--- config.mk ---
export PLATFORM = sky130hd
export DESIGN_NAME = hhmm_level_seq_flat
export DESIGN_NICKNAME = d
export VERILOG_FILES = /design/src/rtl/hhmm_level_seq_if.sv /design/src/rtl/hhmm_level_seq.sv /design/src/flat_wrapper.sv
export SDC_FILE = /design/constraint.sdc
export NUM_CORES = 1
export LEC_CHECK = 0
export ABC_AREA = 1
export ABC_CLOCK_PERIOD_IN_PS = 2000
export BUFFER_PORTS_ARGS = -buffer_cell sky130_fd_sc_hd__buf_4
export CAP_MARGIN = 30
export CORE_MARGIN = 3
export CORE_UTILIZATION = 50
export CTS_BUF_LIST = sky130_fd_sc_hd__clkbuf_4
export CTS_CLUSTER_SIZE = 40
export DETAILED_ROUTE_END_ITERATION = 10
export GPL_TIMING_DRIVEN = 0
export PLACE_DENSITY = 0.74
export REMOVE_ABC_BUFFERS = 1
export SLEW_MARGIN = 20
export SYNTH_ARGS = -nofsm -noshare
export SYNTH_HDL_FRONTEND = slang
export SYNTH_SLANG_ARGS = --single-unit
--- constraint.sdc ---
create_clock -name CLK -period 2 [get_ports CLK]
set_input_delay 0.2 -clock CLK [delete_from_list [all_inputs] [get_ports CLK]]
set_output_delay 0.2 -clock CLK [all_outputs]
set_load 0.03 [all_outputs]
--- src/rtl/hhmm_level_seq_if.sv ---
// Signal bundle between the level sequencer, its parent, the driven size-2 level and the sub-levels.
// The slave view belongs to the sequencer; the master view drives it.
interface hhmm_level_seq_if;
  logic       ACT;
  logic       S0;
  logic       S1;
  logic       T;
  logic       T_UP;
  logic [1:0] BV;
  logic [1:0] SUB_EN;
  logic       STATE;
  logic       STEP;
  logic       DONE;
  logic       ERR;

  modport master (
    output ACT, S0, S1, T, T_UP,
    input  BV, SUB_EN, STATE, STEP, DONE, ERR
  );

  modport slave (
    input  ACT, S0, S1, T, T_UP,
    output BV, SUB_EN, STATE, STEP, DONE, ERR
  );
endinterface

--- src/rtl/hhmm_level_seq.sv ---
// Sequencer for one size-2 HHMM level: initialises it, debounces its decisions,
// hands off to sub-levels and reports termination or timeout to the parent.
//
// state  | meaning
// IDLE   | level asleep (BV=0), waiting for ACT
// LOAD   | level initialising (BV=3) for INIT_CYC cycles
// SEARCH | level searching (BV=1), dwell filter and timeout running
// SUB    | sub-level of the accepted state active (BV=2)
// FIN    | one-cycle DONE pulse, then back to IDLE
module hhmm_level_seq #(
  parameter int         INIT_CYC = 4,
  parameter int         DWELL    = 8,
  parameter int         TIMEOUT  = 1024,
  parameter logic [1:0] HAS_SUB  = 2'b00
) (
  input  logic               CLK,
  input  logic               INIT,
  hhmm_level_seq_if.slave    lvl
);

  typedef enum logic [2:0] {IDLE, LOAD, SEARCH, SUB, FIN} state_t;

  localparam logic [7:0]  INIT_LAST  = 8'(INIT_CYC - 1);
  localparam logic [8:0]  DWELL_LAST = 9'(DWELL - 1);
  localparam logic [15:0] TMO_LAST   = 16'(TIMEOUT - 1);

  state_t      state, state_nxt;
  logic [7:0]  cyc, cyc_nxt;
  logic [7:0]  dwell, dwell_nxt;
  logic [15:0] tmo, tmo_nxt;
  logic [2:0]  d_prev, d_prev_nxt;
  logic [2:0]  acc, acc_nxt;
  logic        armed, armed_nxt;
  logic [1:0]  sub_en, sub_en_nxt;
  logic        state_idx, state_idx_nxt;
  logic        step, step_nxt;
  logic        err, err_nxt;
  logic [1:0]  bv;

  logic [2:0]  d;
  logic        d_valid;
  logic [8:0]  run;
  logic        accept;

  assign d       = {lvl.T, lvl.S1, lvl.S0};
  assign d_valid = (d == 3'b001) || (d == 3'b010) || (d == 3'b100);
  // run is the dwell count this cycle would produce; a held vector reaches DWELL-1 on its DWELL-th sample
  assign run     = (d_valid && (d == d_prev)) ? ({1'b0, dwell} + 9'd1) : 9'd0;
  assign accept  = d_valid && (run == DWELL_LAST) && (armed || (d != acc));

  always_comb begin
    state_nxt     = state;
    cyc_nxt       = cyc;
    dwell_nxt     = dwell;
    tmo_nxt       = tmo;
    d_prev_nxt    = d_prev;
    acc_nxt       = acc;
    armed_nxt     = armed;
    sub_en_nxt    = sub_en;
    state_idx_nxt = state_idx;
    step_nxt      = 1'b0;
    err_nxt       = err;

    case (state)
      IDLE: begin
        if (lvl.ACT) begin
          state_nxt = LOAD;
          cyc_nxt   = 8'd0;
        end
      end
      LOAD: begin
        dwell_nxt  = 8'd0;
        tmo_nxt    = 16'd0;
        armed_nxt  = 1'b0;
        acc_nxt    = 3'b000;
        d_prev_nxt = 3'b000;
        if (cyc == INIT_LAST) state_nxt = SEARCH;
        else                  cyc_nxt   = cyc + 8'd1;
      end
      SEARCH: begin
        d_prev_nxt = d;
        dwell_nxt  = run[8] ? 8'hFF : run[7:0];
        tmo_nxt    = (tmo == 16'hFFFF) ? tmo : tmo + 16'd1;
        if (d != acc) armed_nxt = 1'b1;
        if (tmo == TMO_LAST) begin
          err_nxt   = 1'b1;
          state_nxt = FIN;
        end else if (accept) begin
          tmo_nxt   = 16'd0;
          armed_nxt = 1'b0;
          acc_nxt   = d;
          if (d[2]) begin
            state_nxt = FIN;
          end else begin
            state_idx_nxt = d[1];
            if (HAS_SUB[d[1]]) begin
              sub_en_nxt = d[1:0];
              state_nxt  = SUB;
            end else begin
              step_nxt = 1'b1;
            end
          end
        end
      end
      SUB: begin
        if (lvl.T_UP) begin
          sub_en_nxt = 2'b00;
          step_nxt   = 1'b1;
          state_nxt  = SEARCH;
          armed_nxt  = 1'b0;
          dwell_nxt  = 8'd0;
          tmo_nxt    = 16'd0;
          d_prev_nxt = 3'b000;
        end
      end
      FIN: begin
        sub_en_nxt = 2'b00;
        state_nxt  = IDLE;
      end
      default: state_nxt = IDLE;
    endcase

    // Parent withdrawal outranks timeout and acceptance; counters are rebuilt by LOAD anyway
    if (!lvl.ACT && ((state == LOAD) || (state == SEARCH) || (state == SUB))) begin
      state_nxt     = IDLE;
      sub_en_nxt    = 2'b00;
      step_nxt      = 1'b0;
      err_nxt       = err;
      state_idx_nxt = state_idx;
    end
  end

  always_comb begin
    bv = 2'd0;
    case (state)
      LOAD:    bv = 2'd3;
      SEARCH:  bv = 2'd1;
      SUB:     bv = 2'd2;
      default: bv = 2'd0;
    endcase
  end

  always_ff @(posedge CLK) begin
    if (INIT) begin
      state     <= IDLE;
      cyc       <= 8'd0;
      dwell     <= 8'd0;
      tmo       <= 16'd0;
      d_prev    <= 3'b000;
      acc       <= 3'b000;
      armed     <= 1'b0;
      sub_en    <= 2'b00;
      state_idx <= 1'b0;
      step      <= 1'b0;
      err       <= 1'b0;
    end else begin
      state     <= state_nxt;
      cyc       <= cyc_nxt;
      dwell     <= dwell_nxt;
      tmo       <= tmo_nxt;
      d_prev    <= d_prev_nxt;
      acc       <= acc_nxt;
      armed     <= armed_nxt;
      sub_en    <= sub_en_nxt;
      state_idx <= state_idx_nxt;
      step      <= step_nxt;
      err       <= err_nxt;
    end
  end

  assign lvl.BV     = bv;
  assign lvl.SUB_EN = sub_en;
  assign lvl.STATE  = state_idx;
  assign lvl.STEP   = step;
  assign lvl.DONE   = (state == FIN);
  assign lvl.ERR    = err;

endmodule
--- src/flat_wrapper.sv ---
// flat-port wrapper written by rule: the top's interface ports become plain ports
module hhmm_level_seq_flat 
#(
  parameter int         INIT_CYC = 4,
  parameter int         DWELL    = 8,
  parameter int         TIMEOUT  = 1024,
  parameter logic [1:0] HAS_SUB  = 2'b00
)
  (CLK, INIT, lvl_ACT, lvl_S0, lvl_S1, lvl_T, lvl_T_UP, lvl_BV, lvl_SUB_EN, lvl_STATE, lvl_STEP, lvl_DONE, lvl_ERR);
  hhmm_level_seq_if lvl_i ();
  input  logic CLK;
  input  logic INIT;
  input wire logic [$bits(lvl_i.ACT)-1:0] lvl_ACT;
  input wire logic [$bits(lvl_i.S0)-1:0] lvl_S0;
  input wire logic [$bits(lvl_i.S1)-1:0] lvl_S1;
  input wire logic [$bits(lvl_i.T)-1:0] lvl_T;
  input wire logic [$bits(lvl_i.T_UP)-1:0] lvl_T_UP;
  output wire logic [$bits(lvl_i.BV)-1:0] lvl_BV;
  output wire logic [$bits(lvl_i.SUB_EN)-1:0] lvl_SUB_EN;
  output wire logic [$bits(lvl_i.STATE)-1:0] lvl_STATE;
  output wire logic [$bits(lvl_i.STEP)-1:0] lvl_STEP;
  output wire logic [$bits(lvl_i.DONE)-1:0] lvl_DONE;
  output wire logic [$bits(lvl_i.ERR)-1:0] lvl_ERR;
  assign lvl_i.ACT = lvl_ACT;
  assign lvl_i.S0 = lvl_S0;
  assign lvl_i.S1 = lvl_S1;
  assign lvl_i.T = lvl_T;
  assign lvl_i.T_UP = lvl_T_UP;
  assign lvl_BV = lvl_i.BV;
  assign lvl_SUB_EN = lvl_i.SUB_EN;
  assign lvl_STATE = lvl_i.STATE;
  assign lvl_STEP = lvl_i.STEP;
  assign lvl_DONE = lvl_i.DONE;
  assign lvl_ERR = lvl_i.ERR;
  hhmm_level_seq #(.INIT_CYC(INIT_CYC), .DWELL(DWELL), .TIMEOUT(TIMEOUT), .HAS_SUB(HAS_SUB)) u_core (.CLK(CLK), .INIT(INIT), .lvl(lvl_i));
endmodule
==> results.md, run 1 <==
* Status: complete, no violations
* Max-cap viol count at 0
* Hold Path End: u_core.lvl.STATE
* Worst reg-to-reg setup slack at 0.15 ns
* Clk Latency, worst-skew pair at 0.37 ns
* Crit Path Category: flop to flop
* DR WL/cell at approximately 12 µm
* Setup ws final at 0.1493 ns
* Clock share of power at 0.154
* Initial Util at 0.5373
* Internal cell power at around 1600 µW
* Drc violations at 0
* Slew Limit Fails at 0
* Sequential Power Share at 0.384
* Crit-path max FO at 8
* Initial DRT Pass Iterations at 5
* Hold Path Class: input pin to flop
* Most frequent cells in the layout: 93 x nand2_1, 55 x inv_1, 51 x nor2_1
* Routed wire length at approximately 6600 µm
* Post-Syn Area at 2866 µm²
* Final TNS setup at 0 ns
* Ys Warns at 0
* Slowest CP cell: dfxtp_4
* Root cell of the clock tree: clkbuf_4
* Num rows at 26
* Nets at around 470
* R2R depth at 13
* Final period utilization at 0.9254
* Worst-path clk slew at ~0.15 ns
* Clk sinks at 47
* RR Endpoint: u_core.tmo[11]
* Detailed Place HPWL at 4372 µm
* Max frequency at between 0.5 and 0.6 GHz
* Leakage power at 0.001360 µW
* TritonCTS Buffers at 5
* Area added between synthesis and finish at 15.10%
* Hold buffer count at cts at 0
* Die area at approximately 6700 µm²
* Most used DFF post-synth: dfxtp_1
* Total grt overflow at 0
* I/O Pins at 15
* Critical Path AT at about 2.1 ns
* Combinational Power Share at 0.462
* Switch Pwr at ~1200 µW
* Avg Cell Area, Syn at approximately 6.7 µm²
* Total track usage at 0.1947
* # diodes at 0
* Number of port buffers at 14
* Count of final setup violators at 0
* Total Power at between 2000 and 3000 µW
* Remaining antenna violation count after routing at 0
* Relative slew slack at 0.6638
* CTS tree: built
* CP startpoint kind: flop
* Vias in the first global route at about 2400
* Routed via count at ~2800
* Initial antenna violation count at 0
* Pre-CTS WS at -0.1510 ns
* Detailed Route Iter0 Violations at approximately 230
* Top cell family by delay on the critical path: simple AND/OR/NAND/NOR gates
* Placer Congestion at about 0.83
* Fill cells at 490
* Seq cells post-synth at 47
* Clk_skew at between 0.015 and 0.02 ns
* CP cell instances: ha_4 -> nand2_2 -> nor2_2 -> xnor2_1 -> inv_1 -> nand2_4 -> nand2_2 -> nor2_4 -> nand3_4 -> nand2_4 -> nand3_4 -> nand2_8 -> nor2_2
* Pwr dens at just under 900 nW/µm²
* Async SR Flop Fraction at 0
* Worst r2r src: u_core.dwell[0]
* Synthesized instance count at about 430
* H-tree levels at 2
* WP data required at approximately 2.3 ns
* Vias per cell at roughly 5.2
* Hold Violations, Final at 0
* Largest net degree at the start of global routing at 26
* Hold path startpoint: lvl_S1
* Worst VDD drop at about 0.56 mV
* Seq/Total Area, Yosys at 0.3282
* Endpoint class of the critical path: flop
* WHS Path Cells at 3
* DIE HEIGHT at just over 80 µm
* Die W at around 82 µm
* First-pass GRT wire length at 10380 µm
* Synth cell types at 38
* Critical Path Max Stage Delay at approximately 0.40 ns
* Final min period at around 1.9 ns
* Core ar. at 5335 µm²
* Leading cell type in the layout, fill and taps excluded: nand2_1
* Worst Tran Pin Value at about 0.50 ns
* Share of layout cells above drive strength 1 at 0.2225
* CTS Buffer Depth at 2
* CP bufs+invs at 1
* Sw frac at 0.4296
* Number of synthesized flops with an enable pin at 0
-- power groups by stage --
stage	clock network, µW	logic, µW	registers, µW
2_1_floorplan	0	805	1110
3_3_place_gp	0	1050	1120
3_5_place_dp	0	1070	1120
4_1_cts	454	1120	1100
5_1_grt	480	1470	1120
6_report	445	1330	1110
-- registers in the layout, indices dropped and copies added (netlist names), 2 cells and up --
| signal | count |
|---|---|
| u_core.tmo | 16 |
| u_core.cyc | 8 |
| u_core.dwell | 8 |
| u_core.acc | 3 |
| u_core.d_prev | 3 |
| u_core.state | 3 |
| u_core.lvl.SUB_EN | 2 |
-- worst register-to-register path, cell delays in order, from the launching register on --
cell	delay, ns
dfxtp_4	0.40
ha_4	0.14
nand2_2	0.06
nor2_2	0.13
xnor2_1	0.12
inv_1	0.09
nand2_4	0.07
nand2_2	0.06
nor2_4	0.13
nand3_4	0.10
nand2_4	0.10
nand3_4	0.14
nand2_8	0.16
nor2_2	0.05
-- layer usage --
metal / up-vias / share of wire / GRT usage
li1: 1442 / - / -
met1: 1276 / 0.48 / 0.2630
met2: 67 / 0.47 / 0.3265
met3: 8 / 0.044 / 0.03399
met4: 0 / 0.0090 / 0.03987
met5: - / 0 / 0
-- worst max-delay path by stage --
stage                    startpoint              to  slack, ns  cells after the start
global placement      u_core.cyc[0]   u_core.cyc[1]      -0.48                      7
CTS                 u_core.dwell[0]   u_core.tmo[6]       0.03                     13
floorplan             u_core.cyc[0]   u_core.cyc[1]      0.001                      7
detailed placement    u_core.cyc[0]   u_core.cyc[1]      -0.15                      8
global route        u_core.state[0]   u_core.cyc[0]      -0.03                      8
finish              u_core.dwell[0]  u_core.tmo[11]       0.15                     13
-- through the flow --
| stage | std cells | instance area (µm²) | utilization | hold slack (ns) |
|---|---|---|---|---|
| after floorplan | 422 | 2840 | - | 0.2691 |
| after global placement | 506 | 3033 | 0.5685 | 0.4331 |
| after detailed placement | 507 | 3038 | 0.5694 | 0.4310 |
| after CTS | 517 | 3114 | 0.5837 | 0.1504 |
| after global routing | 533 | 3299 | 0.6184 | 0.1464 |
| final | 533 | 3299 | 0.6184 | 0.1498 |
-- area by class of cell --
| class | instances | area, µm² | share of cell area |
|---|---|---|---|
| timing repair buffer | 32 | 237.7 | 0.07205 |
| inverter | 61 | 232.7 | 0.07053 |
| tap | 70 | 87.58 | 0.02655 |
| clock buffer | 5 | 37.54 | 0.01138 |
| sequential | 47 | 949.7 | 0.2878 |
| clock inverter | 3 | 15.01 | 0.004551 |
| multi-input combinational | 315 | 1739 | 0.5271 |
-- what timing repair did --
item / CTS / global route
setup endpoints to repair: 14 / 25
resized for setup: 4 / 20
gates cloned: 0 / 1
buffers inserted: 2 / 15
pin swaps: 0 / 12
-- cell families after synthesis --
kind of cell | synth area share
AO/OA/AOI/OAI | 0.1043
flip-flops | 0.3282
XOR/XNOR | 0.03972
buffers and inverters | 0.08904
adder cells (fa/ha/maj) | 0.01310
AND/OR/NAND/NOR | 0.4256
-- cells in the mapped netlist (2+ instances only) --
master,count,area [µm²]
xor2_1,11,96.34
inv_1,56,210.2
or2_1,2,12.51
nand4_1,13,81.33
xnor2_1,2,17.52
clkbuf_1,3,11.26
nand3_4,2,35.03
a21oi_2,2,17.52
nor2_2,11,68.82
nor2_1,54,202.7
nor3_4,2,32.53
or2_2,7,43.79
nand3_2,4,40.04
nand2_2,6,37.54
dfxtp_1,47,940.9
nor2_4,2,22.52
inv_2,4,15.01
ha_1,3,37.54
nand2_1,96,360.4
nand2_4,2,22.52
nor3_1,9,45.04
o211ai_1,3,22.52
o21ai_0,13,65.06
a21oi_1,29,145.1
nand3_1,28,140.1
o21a_1,2,15.01
buf_2,3,15.01
nor4_1,2,12.51
No activity file was read; power rests on OpenSTA's default activity.
==> inputs of run 2 (changes only) <==
Settings changed: ABC_AREA 1 to 0.
==> results.md, run 2 <==
* Status: complete, no violations
* Internal cell power at 1247 µW (-24%)
* Synth cell types at 55 (+45%)
* Clk Latency, worst-skew pair at 0.35 ns (-0.02 ns)
* Crit Path Category: flop to flop
* Num rows at 26 (unchanged)
* Combinational Power Share at 0.080 (-0.382)
* Vias in the first global route at 2386 (+0.17%)
* Most frequent cells in the layout: 39 x dfxtp_1, 34 x nand2_1, 31 x nor2_1
* Vias per cell at 5.730 (+9.3%)
* Setup ws final at 0.07739 ns (-0.07186 ns)
* Switch Pwr at 391.7 µW (-68%)
* Detailed Route Iter0 Violations at 109 (-53%)
* CP startpoint kind: flop
* Drc violations at 0 (unchanged)
* Leakage power at 0.001097 µW (-19%)
* Initial DRT Pass Iterations at 4 (-1)
* Total grt overflow at 0 (unchanged)
* Die area at 6510 µm² (-2.5%)
* Final period utilization at 0.9613 (+0.03593)
* Fill cells at 448 (-8.6%)
* Seq cells post-synth at 47 (unchanged)
* First-pass GRT wire length at 10580 µm (+1.9%)
* Pwr dens at 509.3 nW/µm² (-42%)
* Hold Violations, Final at 0 (unchanged)
* Biggest regs: u_core.tmo: 16 flops, u_core.cyc: 8 flops, u_core.dwell: 8 flops
* Worst VDD drop at 0.3458 mV (-39%)
* Synthesized instance count at 333 (-22%)
* DIE HEIGHT at 80.69 µm (-1.3%)
* Core ar. at 5238 µm² (-1.8%)
* Number of synthesized flops with an enable pin at 0 (unchanged)
* Worst Tran Pin Value at 0.8033 ns (+0.2995 ns)
* Largest net degree at the start of global routing at 20 (-23%)
* Pre-CTS WS at -0.5292 ns (-0.3781 ns)
* Most used DFF post-synth: dfxtp_1
* Count of final setup violators at 0 (unchanged)
* Clock share of power at 0.344 (+0.190)
* Dominant cell type by area after synthesis: dfxtp_1
* Finished layout cell area at 3218 µm² (-2.5%)
* Total track usage at 0.2027 (+0.007968)
* Final min period at 1.923 ns (+0.07186 ns)
* I/O Pins at 15 (unchanged)
* Placed cells at 401 (-21%)
* Leading post-synthesis cells by cell area: dfxtp_1 34%, xnor2_1 4.7%, nand2_1 4.6%
* Hold Path Class: input pin to flop
* CTS tree: built
* Relative slew slack at 0.4569 (-0.2069)
* DR WL/cell at 14.69 µm (+19%)
* CTS Buffer Depth at 2 (unchanged)
* Async SR Flop Fraction at 0 (unchanged)
* Endpoint class of the critical path: flop
* Number of port buffers at 14 (unchanged)
* Sequential Power Share at 0.576 (+0.192)
* Placed cell areas at 2897 µm² (-4.7%)
* Clk_skew at 0.007424 ns (-0.009056 ns)
* Max-cap viol count at 0 (unchanged)
* Root cell of the clock tree: clkbuf_4
* Synth top cells by count: 47 x dfxtp_1, 34 x nand2_1, 32 x nor2_1
* Crit-path max FO at 6 (-2)
* Routed via count at 2441 (-13%)
* Leading cell type in the layout, fill and taps excluded: dfxtp_1
* Max FFs per register at 16 (unchanged)
* TritonCTS Buffers at 5 (unchanged)
* Sw frac at 0.2390 (-0.1906)
* Worst-path clk slew at 0.14 ns (about the same)
* Slew Limit Fails at 0 (unchanged)
* Detailed Place HPWL at 4077 µm (-6.7%)
* Initial antenna violation count at 0 (unchanged)
* Biggest register: u_core.tmo
* Placer Congestion at 0.8457 (+1.3%)
* Nets at 365 (-23%)
* # diodes at 0 (unchanged)
* Remaining antenna violation count after routing at 0 (unchanged)
* Max frequency at 0.5201 GHz (-3.7%)
* Post-Syn Area at 2789 µm² (-2.7%)
* WP data required at 2.24 ns (-0.03 ns)
* Count leader, synth: dfxtp_1
* Seq/Total Area, Yosys at 0.3374 (+0.009130)
* Yosys top cell area share at 0.3374 (+0.009130)
* Fin cells at 426 (-20%)
* Share of layout cells above drive strength 1 at 0.2416 (+0.01911)
* Critical Path AT at 2.16 ns (+0.04 ns)
* Routed wire length at 6256 µm (-5.0%)
* Avg Cell Area, Syn at 8.375 µm² (+25%)
* Ys Warns at 0 (unchanged)
* Area added between synthesis and finish at 15.39%
* Initial Util at 0.5325 (-0.004800)
* Clk sinks at 47 (unchanged)
* H-tree levels at 2 (unchanged)
* Hold WS at 0.1435 ns (-0.006288 ns)
* Die W at 80.69 µm (-1.3%)
* Final TNS setup at 0 ns (unchanged)
==> run 2: kinds of logic (layout without fill, tap and decap cells) <==
| group | count (synthesis) | count (layout) | synth area share |
|---|---|---|---|
| simple gates | 170 | 170 | 0.3706 |
| compound gates | 56 | 56 | 0.1256 |
| flops | 47 | 47 | 0.3374 |
| buf+inv | 28 | 51 | 0.05832 |
| xor+xnor | 21 | 21 | 0.06595 |
| mux | 8 | 8 | 0.02871 |
| fa+ha+maj | 3 | 3 | 0.01346 |
==> run 2: worst max-delay path: stages, from the launching register on <==
cell and delay, ns:
dfxtp_4 0.38, ha_4 0.26, nor4b_4 0.20, o2111a_1 0.27, o21ai_4 0.11, buf_4 0.16
nor4_2 0.29, o21ai_0 0.15
==> run 2: power groups by stage <==
stage / combinational, µW / sequential [µW] / clock [µW]
6_report: 131 / 944 / 563
5_1_grt: 142 / 946 / 619
4_1_cts: 132 / 944 / 583
3_5_place_dp: 113 / 969 / 0
3_3_place_gp: 107 / 969 / 0
2_1_floorplan: 65.9 / 968 / 0
==> run 2: repair_timing <==
action	CTS	global route
pin swaps	3	8
setup buffers	12	5
gates resized for setup	15	17
hold buffers	0	0
endpoints found under the setup margin	24	31
==> run 2: final cells by class <==
class | instances | area, µm² | share of cell area
Inverter | 9 | 33.78 | 0.01050
Tap cell | 70 | 87.58 | 0.02722
Clock inverter | 3 | 38.79 | 0.01205
Clock buffer | 5 | 37.54 | 0.01166
Multi-Input combinational cell | 258 | 1785 | 0.5548
Sequential cell | 47 | 958.4 | 0.2978
Timing Repair Buffer | 34 | 276.5 | 0.08593
==> run 2: worst paths after layout <==
path,from,endpoint,slack [ns],cells after the start
hold / removal,lvl_ACT,u_core.state[1],0.14,3
hold reg to reg,u_core.lvl.SUB_EN[1],u_core.lvl.SUB_EN[1],0.44,2
setup / recovery,u_core.dwell[0],u_core.tmo[13],0.08,7
setup reg to reg,u_core.dwell[0],u_core.tmo[13],0.08,7
==> run 2: per-stage QoR <==
stage / util / total power, µW
finish: 0.6144 / 1639
floorplan: - / 1034
detailed placement: 0.5530 / 1083
CTS: 0.5987 / 1660
global placement: 0.5447 / 1076
global route: 0.6144 / 1707
==> run 2: routing by layer <==
metal / track usage / vias to the layer above / routed length [µm]
met5: 0 / - / 0
met4: 0.07601 / 0 / 102
met3: 0.03812 / 8 / 192
met2: 0.3394 / 34 / 3077
met1: 0.2567 / 1158 / 2884
li1: - / 1241 / -
